File: config.mk
export PLATFORM = sky130hd
export DESIGN_NAME = cube_fb_readback_flat
export DESIGN_NICKNAME = d
export VERILOG_FILES = /design/src/rtl/cube_fb_if.sv /design/src/rtl/cube_fb_readback.sv /design/src/flat_wrapper.sv
export SDC_FILE = /design/constraint.sdc
export NUM_CORES = 1
export LEC_CHECK = 0
export BUFFER_PORTS_ARGS = -buffer_cell sky130_fd_sc_hd__buf_4
export CAP_MARGIN = 20
export CELL_PAD_IN_SITES_DETAIL_PLACEMENT = 1
export CELL_PAD_IN_SITES_GLOBAL_PLACEMENT = 1
export CORE_MARGIN = 8
export CORE_UTILIZATION = 30
export DETAILED_ROUTE_END_ITERATION = 6
export PLACE_DENSITY_LB_ADDON = 0.2
export SYNTH_ARGS = -nofsm -noshare
export SYNTH_HDL_FRONTEND = slang
export SYNTH_SLANG_ARGS = --single-unit
File: constraint.sdc
create_clock -name clk -period 12.5 [get_ports clk]
set_input_delay 2.5 -clock clk [delete_from_list [all_inputs] [get_ports clk]]
set_output_delay 2.5 -clock clk [all_outputs]
set_load 0.01 [all_outputs]
File: src/rtl/cube_fb_if.sv
// Frame memory read port shared between the VGA writer and the readback block.
// The grant comes from an external arbiter; data returns RD_LATENCY cycles after a read.
interface cube_fb_if #(
  parameter int FB_ADDR_W = 15
) ();
  logic                 mem_req;
  logic                 mem_gnt;
  logic [FB_ADDR_W-1:0] mem_addr;
  logic                 mem_rd_en;
  logic [23:0]          mem_q;

  modport master (
    output mem_req, mem_addr, mem_rd_en,
    input  mem_gnt, mem_q
  );

  modport slave (
    input  mem_req, mem_addr, mem_rd_en,
    output mem_gnt, mem_q
  );
endinterface

File: src/rtl/cube_fb_readback.sv
// Reads the anchor pixel of all 54 stickers back from the frame memory and decodes them to colour codes.
// Optional expected-colour compare is enabled with `define CUBE_READBACK_CMP_EN.
module cube_fb_readback #(
  parameter int FB_ADDR_W    = 15,
  parameter int RD_LATENCY   = 1,
  parameter int GRID_W       = 64,
  parameter int NUM_STICKERS = 54
) (
  input  logic             clk,
  input  logic             rst,
  input  logic             start,
  cube_fb_if.master        mem,
  output logic             busy,
  output logic             done,
  output logic [161:0]     colors,
  output logic             err,
  output logic [5:0]       err_idx
`ifdef CUBE_READBACK_CMP_EN
  ,
  input  logic [161:0]     expected_color,
  output logic             mismatch,
  output logic [5:0]       mismatch_cnt
`endif
);

  typedef enum logic [1:0] {IDLE, ISSUE, DRAIN, DONE} state_t;

  localparam logic [5:0] LAST_IDX = 6'(NUM_STICKERS - 1);
  localparam logic [5:0] ALL_CAPT = 6'(NUM_STICKERS);

  state_t                  state;
  logic [5:0]              issue_idx;
  logic [5:0]              cap_idx;
  logic [RD_LATENCY-1:0]   vld_pipe;
  logic                    err_acc;
  logic [5:0]              first_err;
  logic [FB_ADDR_W-1:0]    addr_hold;
  logic [161:0]            shadow;

  logic                    cap_vld;
  logic                    cap_bad;
  logic [2:0]              cap_code;
  logic [7:0]              cap_base;

  // Anchor cells: a 3x3 face above, four faces in a row, a 3x3 face below, 3-cell pitch.
  function automatic logic [FB_ADDR_W-1:0] anchor_addr(input logic [5:0] k);
    int unsigned kk;
    int unsigned j;
    int unsigned row;
    int unsigned col;
    kk = 32'(k);
    if (kk < 9) begin
      row = 10 + 3 * (kk / 3);
      col = 12 + 3 * (kk % 3);
    end else if (kk < 45) begin
      j   = kk - 9;
      row = 20 + 3 * (j / 12);
      col = 2 + 3 * ((j % 12) % 3) + 10 * ((j % 12) / 3);
    end else begin
      j   = kk - 45;
      row = 30 + 3 * (j / 3);
      col = 12 + 3 * (j % 3);
    end
    return FB_ADDR_W'(row * GRID_W + col);
  endfunction

  // Returns {undecodable, code}; only exact palette words decode.
  function automatic logic [3:0] decode_rgb(input logic [23:0] rgb);
    case (rgb)
      24'hFFFFFF: return 4'b0_000;
      24'hFF4000: return 4'b0_001;
      24'h00FF00: return 4'b0_010;
      24'hFF0000: return 4'b0_011;
      24'h0000FF: return 4'b0_100;
      24'hFFFF00: return 4'b0_101;
      default:    return 4'b1_111;
    endcase
  endfunction

  // The grant is a same-cycle input, so the read strobe and its address cannot be registered.
  assign mem.mem_rd_en = (state == ISSUE) && mem.mem_gnt;
  assign mem.mem_addr  = mem.mem_rd_en ? anchor_addr(issue_idx) : addr_hold;

  // NOTE: every always_comb output gets a default first so no latch is inferred.
  always_comb begin
    cap_vld             = vld_pipe[RD_LATENCY-1];
    {cap_bad, cap_code} = decode_rgb(mem.mem_q);
    cap_base            = 8'(cap_idx) * 8'd3;
  end

`ifdef CUBE_READBACK_CMP_EN
  logic [161:0] exp_q;
  logic [5:0]   diff_cnt;

  // At most NUM_STICKERS fields can differ, so the count saturates at 54 by construction.
  always_comb begin
    diff_cnt = '0;
    for (int i = 0; i < NUM_STICKERS; i++) begin
      if (shadow[3*i +: 3] != exp_q[3*i +: 3]) diff_cnt = diff_cnt + 6'd1;
    end
  end
`endif

  // NOTE: shadow is a scratch store fully rewritten every scan, so it carries no reset.
  always_ff @(posedge clk) begin
    if (cap_vld) shadow[cap_base +: 3] <= cap_code;
  end

  // NOTE: all state uses non-blocking assignments so every read sees the pre-edge value.
  always_ff @(posedge clk or negedge rst) begin
    if (!rst) begin
      state     <= IDLE;
      busy      <= 1'b0;
      done      <= 1'b0;
      colors    <= '0;
      err       <= 1'b0;
      err_idx   <= '0;
      mem.mem_req <= 1'b0;
      issue_idx <= '0;
      cap_idx   <= '0;
      vld_pipe  <= '0;
      err_acc   <= 1'b0;
      first_err <= '0;
      addr_hold <= '0;
`ifdef CUBE_READBACK_CMP_EN
      exp_q        <= '0;
      mismatch     <= 1'b0;
      mismatch_cnt <= '0;
`endif
    end else begin
      done      <= 1'b0;
      addr_hold <= mem.mem_addr;

      vld_pipe[0] <= mem.mem_rd_en;
      for (int i = 1; i < RD_LATENCY; i++) vld_pipe[i] <= vld_pipe[i-1];

      // Captures follow the returning data, independent of the current grant.
      if (cap_vld) begin
        cap_idx <= cap_idx + 6'd1;
        if (cap_bad && !err_acc) begin
          err_acc   <= 1'b1;
          first_err <= cap_idx;
        end
      end

      case (state)
        IDLE: begin
          if (start) begin
            state       <= ISSUE;
            busy        <= 1'b1;
            mem.mem_req <= 1'b1;
            issue_idx   <= '0;
            cap_idx     <= '0;
            err_acc     <= 1'b0;
            first_err   <= '0;
`ifdef CUBE_READBACK_CMP_EN
            exp_q       <= expected_color;
`endif
          end
        end
        ISSUE: begin
          if (mem.mem_rd_en) begin
            issue_idx <= issue_idx + 6'd1;
            if (issue_idx == LAST_IDX) begin
              state       <= DRAIN;
              mem.mem_req <= 1'b0;
            end
          end
        end
        DRAIN: begin
          // Publishing here makes the outputs valid in the same cycle as the done pulse.
          if (cap_idx == ALL_CAPT) begin
            state   <= DONE;
            busy    <= 1'b0;
            done    <= 1'b1;
            colors  <= shadow;
            err     <= err_acc;
            err_idx <= first_err;
`ifdef CUBE_READBACK_CMP_EN
            mismatch     <= (diff_cnt != 6'd0);
            mismatch_cnt <= diff_cnt;
`endif
          end
        end
        DONE: begin
          state <= IDLE;
        end
        default: state <= IDLE;
      endcase
    end
  end

endmodule

File: src/flat_wrapper.sv
// flat-port wrapper written by rule: the top's interface ports become plain ports
module cube_fb_readback_flat 
#(
  parameter int FB_ADDR_W    = 15,
  parameter int RD_LATENCY   = 1,
  parameter int GRID_W       = 64,
  parameter int NUM_STICKERS = 54
)
  (clk, rst, start, busy, done, colors, err, err_idx, mem_mem_req, mem_mem_addr, mem_mem_rd_en, mem_mem_gnt, mem_mem_q);
  cube_fb_if #(.FB_ADDR_W(FB_ADDR_W)) mem_i ();
  input  logic clk;
  input  logic rst;
  input  logic start;
  output logic busy;
  output logic done;
  output logic [161:0] colors;
  output logic err;
  output logic [5:0] err_idx;
  output wire logic [$bits(mem_i.mem_req)-1:0] mem_mem_req;
  output wire logic [$bits(mem_i.mem_addr)-1:0] mem_mem_addr;
  output wire logic [$bits(mem_i.mem_rd_en)-1:0] mem_mem_rd_en;
  input wire logic [$bits(mem_i.mem_gnt)-1:0] mem_mem_gnt;
  input wire logic [$bits(mem_i.mem_q)-1:0] mem_mem_q;
  assign mem_mem_req = mem_i.mem_req;
  assign mem_mem_addr = mem_i.mem_addr;
  assign mem_mem_rd_en = mem_i.mem_rd_en;
  assign mem_i.mem_gnt = mem_mem_gnt;
  assign mem_i.mem_q = mem_mem_q;
  cube_fb_readback #(.FB_ADDR_W(FB_ADDR_W), .RD_LATENCY(RD_LATENCY), .GRID_W(GRID_W), .NUM_STICKERS(NUM_STICKERS)) u_core (.clk(clk), .rst(rst), .start(start), .mem(mem_i), .busy(busy), .done(done), .colors(colors), .err(err), .err_idx(err_idx));
endmodule
# After elaboration in Yosys (flattened, before gate mapping)
# Index checks and enable logic that the tools add are counted.
# op_classes
n_shift,2
muxes,34
magnitude_cmp,2
n_eq_ne,15
reduce_logical,11
n_div,8
n_addsub,13
n_bitwise,0
n_mul,8
# ops
operator,n
bitwise mux 162 bit,1
variable shift 3 x 10 -> 162 bit (first input constant),1
indexed part select 3 x 10 -> 162 bit,1
== test 24 bit (second input constant),4
multiplier 2 x 32 -> 15 bit (first input constant),3
multiplier 2 x 32 -> 9 bit (first input constant),3
divider 32 x 2 -> 32 bit (second input constant),2
remainder unit 32 x 2 -> 32 bit (second input constant),2
2-to-1 mux 6 bit,9
2-to-1 mux 15 bit,3
divider 32 x 4 -> 32 bit (second input constant),1
divider 6 x 2 -> 32 bit (second input constant),1
remainder unit 32 x 4 -> 32 bit (second input constant),1
remainder unit 6 x 2 -> 32 bit (second input constant),1
multiplier 3 x 32 -> 14 bit (first input constant),1
adder 15 bit,2
adder 4 x 15 -> 15 bit (first input constant),2
== test 24 x 16 -> 1 bit (second input constant),1
== test 24 x 8 -> 1 bit (second input constant),1
one-hot mux 4 bit (6 select lines),1
adder 5 x 9 -> 9 bit (first input constant),2
2-to-1 mux 9 bit,2
adder 2 x 15 -> 15 bit (first input constant),1
adder 6 x 1 -> 6 bit (second input constant),2
24 further kinds,45
# totals
n_memories,0
out_inout_bits,188
romBits,0
reg_bits,371
latch_bits,0
word_cells,107
ramBits,0

# Logic depth before layout (Yosys ltp)
# logic_depth
ltp_word,10
mapped_depth,46
ltp_nobuf,41

# Worst setup path after synthesis
# Ideal clock, no wire load.
# synth_path
path_kind,reg-to-output
from,register u_core.issue_idx[0]
to,output port mem_mem_addr[14]
setup_slack_ns,1.212
path_buffers,6
stages_incl_launch_ff,43
t_arrival_ns,8.788
path_cell_list,dfrtp_1 > clkbuf_1 > clkbuf_1 > clkinv_1 > ha_1 > clkbuf_1 > clkbuf_1 > nand3b_1 > o21ai_0 > a21oi_1 > a32oi_1 > ha_1 > buf_1 > inv_1 > nand2_1 > nor2_1 > xnor2_1 > inv_1 > (+7 left out) > ha_1 > a21oi_1 > nor2b_1 > or3_1 > a21o_1 > a21oi_1 > xor2_1 > o21ai_0 > fa_1 > a21o_1 > a21o_1 > a21o_1 > a21oi_1 > o21bai_1 > a21oi_1 > xnor2_1 > xnor2_1 > o21ai_1
# synth_via
elab_chain_len,10
word_cells_on_any_way,32
# synth_rtl
element,line_no,rtl
"start, declared",cube_fb_readback.sv:32,logic [5:0] issue_idx;
"start signal, assigned",cube_fb_readback.sv:163,issue_idx <= issue_idx + 6'd1;
subtractor 6 x 4 -> 7 bit,cube_fb_readback.sv:56,j = kk - 9;
remainder unit 32 x 4 -> 32 bit,cube_fb_readback.sv:58,col = 2 + 3 * ((j % 12) % 3) + 10 * ((j % 12) / 3);
remainder unit 32 x 2 -> 32 bit,cube_fb_readback.sv:58,
multiplier 2 x 32 -> 15 bit,cube_fb_readback.sv:58,
adder 2 x 15 -> 15 bit,cube_fb_readback.sv:58,
adder 15 bit,cube_fb_readback.sv:58,
2-to-1 mux 15 bit,cube_fb_readback.sv:55,end else if (kk < 45) begin
2-to-1 mux 15 bit,cube_fb_readback.sv:52,if (kk < 9) begin
adder 15 bit (*),cube_fb_readback.sv:64,return FB_ADDR_W'(row * GRID_W + col);
2-to-1 mux 15 bit (*),cube_fb_readback.sv:82,assign mem.mem_addr = mem.mem_rd_en ? anchor_addr(issue_idx) : addr_hold;
"end, declared",flat_wrapper.sv:20,output wire logic [$bits(mem_i.mem_addr)-1:0] mem_mem_addr;
# Every way passes the cells marked *; elsewhere a longest branch is shown, timed or not.

# Worst setup path in the final report
# layout_path
from,register u_core.issue_idx[1]
to,output port mem_mem_addr[14]
# The elaborated chain is that of the path after synthesis.

==> flow_summary.rst <==
.. list-table::
   :header-rows: 1

   * - Metric
     - Value
   * - Run status
     - finished, final reports clean
   * - Via total after detailed routing
     - between 15k and 20k
   * - Routed length on met1
     - approximately 29 mm
   * - Critical path peak fanout
     - 16
   * - Final weighted congestion in routability-driven placement
     - between 0.8 and 0.9
   * - Final setup violating endpoints
     - 0
   * - Final WS setup
     - 0.824 ns
   * - Worst Setup Path Type
     - reg -> out
   * - Synth top area share
     - between 20% and 30%
   * - Register area share after synthesis
     - 48.2%
   * - Netlist area before placement
     - between 0.02 and 0.025 mm2
   * - Multiplexer share of the synthesized area
     - about 1.3%
   * - Average size of a mapped cell
     - between 9 and 10 um2
   * - Worst setup SP type
     - register
   * - Die footprint
     - between 0.07 and 0.08 mm2
   * - Antenna Violating Nets Remaining
     - 0
   * - Top achievable clock speed
     - 0.0856 GHz
   * - Unique masters post-synth
     - 82
   * - Yosys warnings
     - 0
   * - Fraction of final layout cells sized beyond drive strength 1
     - approximately 14%
   * - Vias in the first global route
     - between 15k and 20k
   * - Worst-skew pair later-pin latency
     - 0.58 ns
   * - Number of top-level pins
     - around 220
   * - Number of instances in the synthesized netlist
     - approximately 2.3k
   * - DR top layer
     - met4
   * - Final clock skew
     - 0.0180 ns
   * - Top library cells by usage in the layout, fill and taps aside
     - nand2_1 (632), nor2_1 (282), buf_4 (247)
   * - Number of enable-type register cells in the synthesized netlist
     - around 160
   * - Cell chosen for the clock root
     - clkbuf_16
   * - DP Area
     - 0.0237 mm2
   * - Final global-route overflow total
     - 0
   * - Internal reg-to-reg setup slack
     - 3.93 ns
   * - Final hold violation count
     - 0
   * - Post-CTS setup buffer count
     - 0
   * - Met2 wirelength from detailed routing
     - about 35 mm
   * - Data required time at the worst endpoint
     - 10.00 ns
   * - Worst endpoint data arrival time
     - between 9 and 10 ns
   * - TritonCTS clock tree
     - done
   * - DR WL/cell
     - between 15 and 20 um
   * - Number of vias per cell after detailed routing
     - around 4.8
   * - Layout overhead on the synthesized area
     - 20.1%
   * - Pins over their slew limit
     - 0
   * - Drt drc
     - 0
   * - Fin Setup TNS
     - 0 ns
   * - Area of all placed cells without fillers
     - 0.0251 mm2
   * - Combinational family with the most area after synthesis
     - simple AND/OR/NAND/NOR gates
   * - Leading register cell type out of synthesis
     - dfrtp_1
   * - Commonest non-fill, non-tap cell in the layout
     - nand2_1
   * - Pin count of the biggest net entering global routing
     - just over 90
   * - Iter 0 DRT Violations
     - around 760
   * - Die Span Y
     - 280 um
   * - Layout net count
     - 2695
   * - All-layer global routing usage
     - approximately 17%
   * - Synthesized-area fraction occupied by ao, oa, aoi and oai cells
     - around 10%
   * - Horizontal die dimension
     - between 200 and 300 um
   * - Standard cell core area
     - 0.0695 mm2
   * - Antenna violations before repair
     - 0
   * - Share of synthesized cell area in and, or, nand and nor gates
     - between 20% and 30%
   * - Number of detailed-routing iterations run before antenna repair
     - 5
   * - Clock slew at reported path FFs
     - around 0.070 ns
   * - Crit. End Element
     - output pin
   * - Maximum buffer depth of the clock tree
     - 3
   * - Final critical-path required period
     - 11.68 ns
   * - Global-route wire length before repair
     - 107 mm
   * - Antenna fix cells
     - 0
   * - Slowest stage cell, crit path
     - a2111oi_1
   * - H-tree Lvls
     - 2
   * - Fraction of the cycle the final worst path needs
     - just over 90%
   * - Number of core rows
     - a little under 100
   * - Biggest area consumer among synthesized cells
     - dfrtp_1
   * - DRT Wirelength
     - around 69 mm
   * - Number of clock sinks
     - between 300 and 400
   * - Xor/xnor cell area share of the yosys netlist
     - between 3 and 4%
   * - Cells taking the most area after synthesis
     - dfrtp_1 (25%), edfxtp_1 (23%), nand2_1 (11%), ha_1 (8.8%), nor2_1 (5.1%)
   * - Delay contributed by the slowest stage of the critical path
     - 0.47 ns
   * - Post-detail-place hpwl
     - between 50 and 60 mm
   * - # Max-Cap Violations
     - 0
   * - Total CTS buffers
     - 43
   * - I/O Buffers
     - between 200 and 250
   * - Flip-flop and latch count after synthesis
     - about 370
   * - Worst setup slack after placement
     - about 1.0 ns
   * - Class of the worst hold path
     - reg -> reg
   * - Worst rel slew slack
     - 24.1%
   * - Total length of routed met3 wires
     - roughly 2.6 mm
   * - Area share of fa/ha/maj cells after synthesis
     - between 10% and 20%
   * - Slew at the pin closest to its max-slew limit
     - 1.14 ns
   * - Initial Utilization
     - a little under a third
   * - Ys async rst share
     - roughly 56%
state kept, by name, summed over array words and instances (netlist names):
signal / cells
u_core.first_err: 6
u_core.issue_idx: 6
u_core.addr_hold: 15
u_core.colors: 162
u_core.err: 1
u_core.shadow: 162
u_core.mem.mem_req: 1
u_core.cap_idx: 6
u_core.cap_vld: 1
u_core.state: 2
u_core.busy: 1
u_core.err_idx: 6
u_core.err_acc: 1
u_core.done: 1
layout make-up:
class	instances	area, um2
Clock buffer	55	1150
Clock inverter	24	259
Fill cell	8091	44400
Inverter	100	380
Multi-Input combinational cell	1734	10100
Sequential cell	371	10100
Tap cell	940	1180
Timing Repair Buffer	251	1930
what timing repair did:
| action | CTS | global route |
|---|---|---|
| endpoints found under the hold margin | 0 | 0 |
| endpoints found under the setup margin | 0 | 3 |
| resized for setup | 0 | 4 |
| hold buffers | 0 | 0 |
synthesized netlist by cell type (all sizes together), types with 4 or more instances:
cell and count:
nand2 633, nor3 25, edfxtp 162, xnor2 61, a21o 26, fa 19
nand2b 15, or3 10, a31oi 19, and3 9, nor4 11, o22ai 13
a22o 4, nor2 282, o211ai 6, a211oi 20, inv 98, clkbuf 89
nor2b 24, mux2i 16, nand3b 7, and2 28, o21bai 13, buf 21
nand3 20, nand4 13, ha 147, a31o 6, xor2 31, or2 15
o21a 12, a21oi 90, o31ai 6, o21ai 67, mux2 6, dfrtp 209
metrics by stage:
| stage | utilization [%] | cells | hold WS (ns) |
|---|---|---|---|
| 2_1_floorplan | - | 2315 | 0.415 |
| 3_3_place_gp | 34.0 | 3393 | 0.422 |
| 3_5_place_dp | 34.1 | 3395 | 0.426 |
| 4_1_cts | 36.1 | 3474 | 0.443 |
| 5_1_grt | 36.1 | 3475 | 0.464 |
| 6_report | 36.1 | 3475 | 0.441 |
path summary, 6_finish.rpt:
path | cells past startpoint | from | to
max | 41 | u_core.issue_idx[1] | mem_mem_addr[14]
min | 2 | u_core.shadow[83] | u_core.colors[83]
max reg2reg | 40 | u_core.issue_idx[1] | u_core.addr_hold[14]
min reg2reg | 2 | u_core.shadow[83] | u_core.colors[83]
max in group asynchronous | 2 | rst | u_core.issue_idx[4]
min in group asynchronous | 1 | rst | u_core.colors[16]
metal layers:
layer | track usage (%) | vias up
met1 | 21.3 | 8322
met2 | 31.8 | 275
met4 | 3.95 | 0
met3 | 2.24 | 75
met5 | 0 | -
li1 | - | 8066
worst max-delay path, delay by kind of cell (launching register included):
family	cells	cell delay [ns]
compound gates	18	3.86
simple gates	7	0.89
buf+inv	5	0.72
fa+ha+maj	6	1.94
flops	1	0.38
mux	1	0.19
xor+xnor	4	0.62
cells by family (layout without fill, tap and decap cells):
logic type,count (synthesis),after routing
adder cells (fa/ha/maj),166,166
AND/OR/NAND/NOR,1104,1104
flip-flops,371,371
AO/OA/AOI/OAI,321,321
XOR/XNOR,92,92
other,2,28
multiplexers,23,23
buffers and inverters,210,430
Power is not shown: default switching activity piles up to over one toggle a cycle in this logic, so the estimate is an artifact.
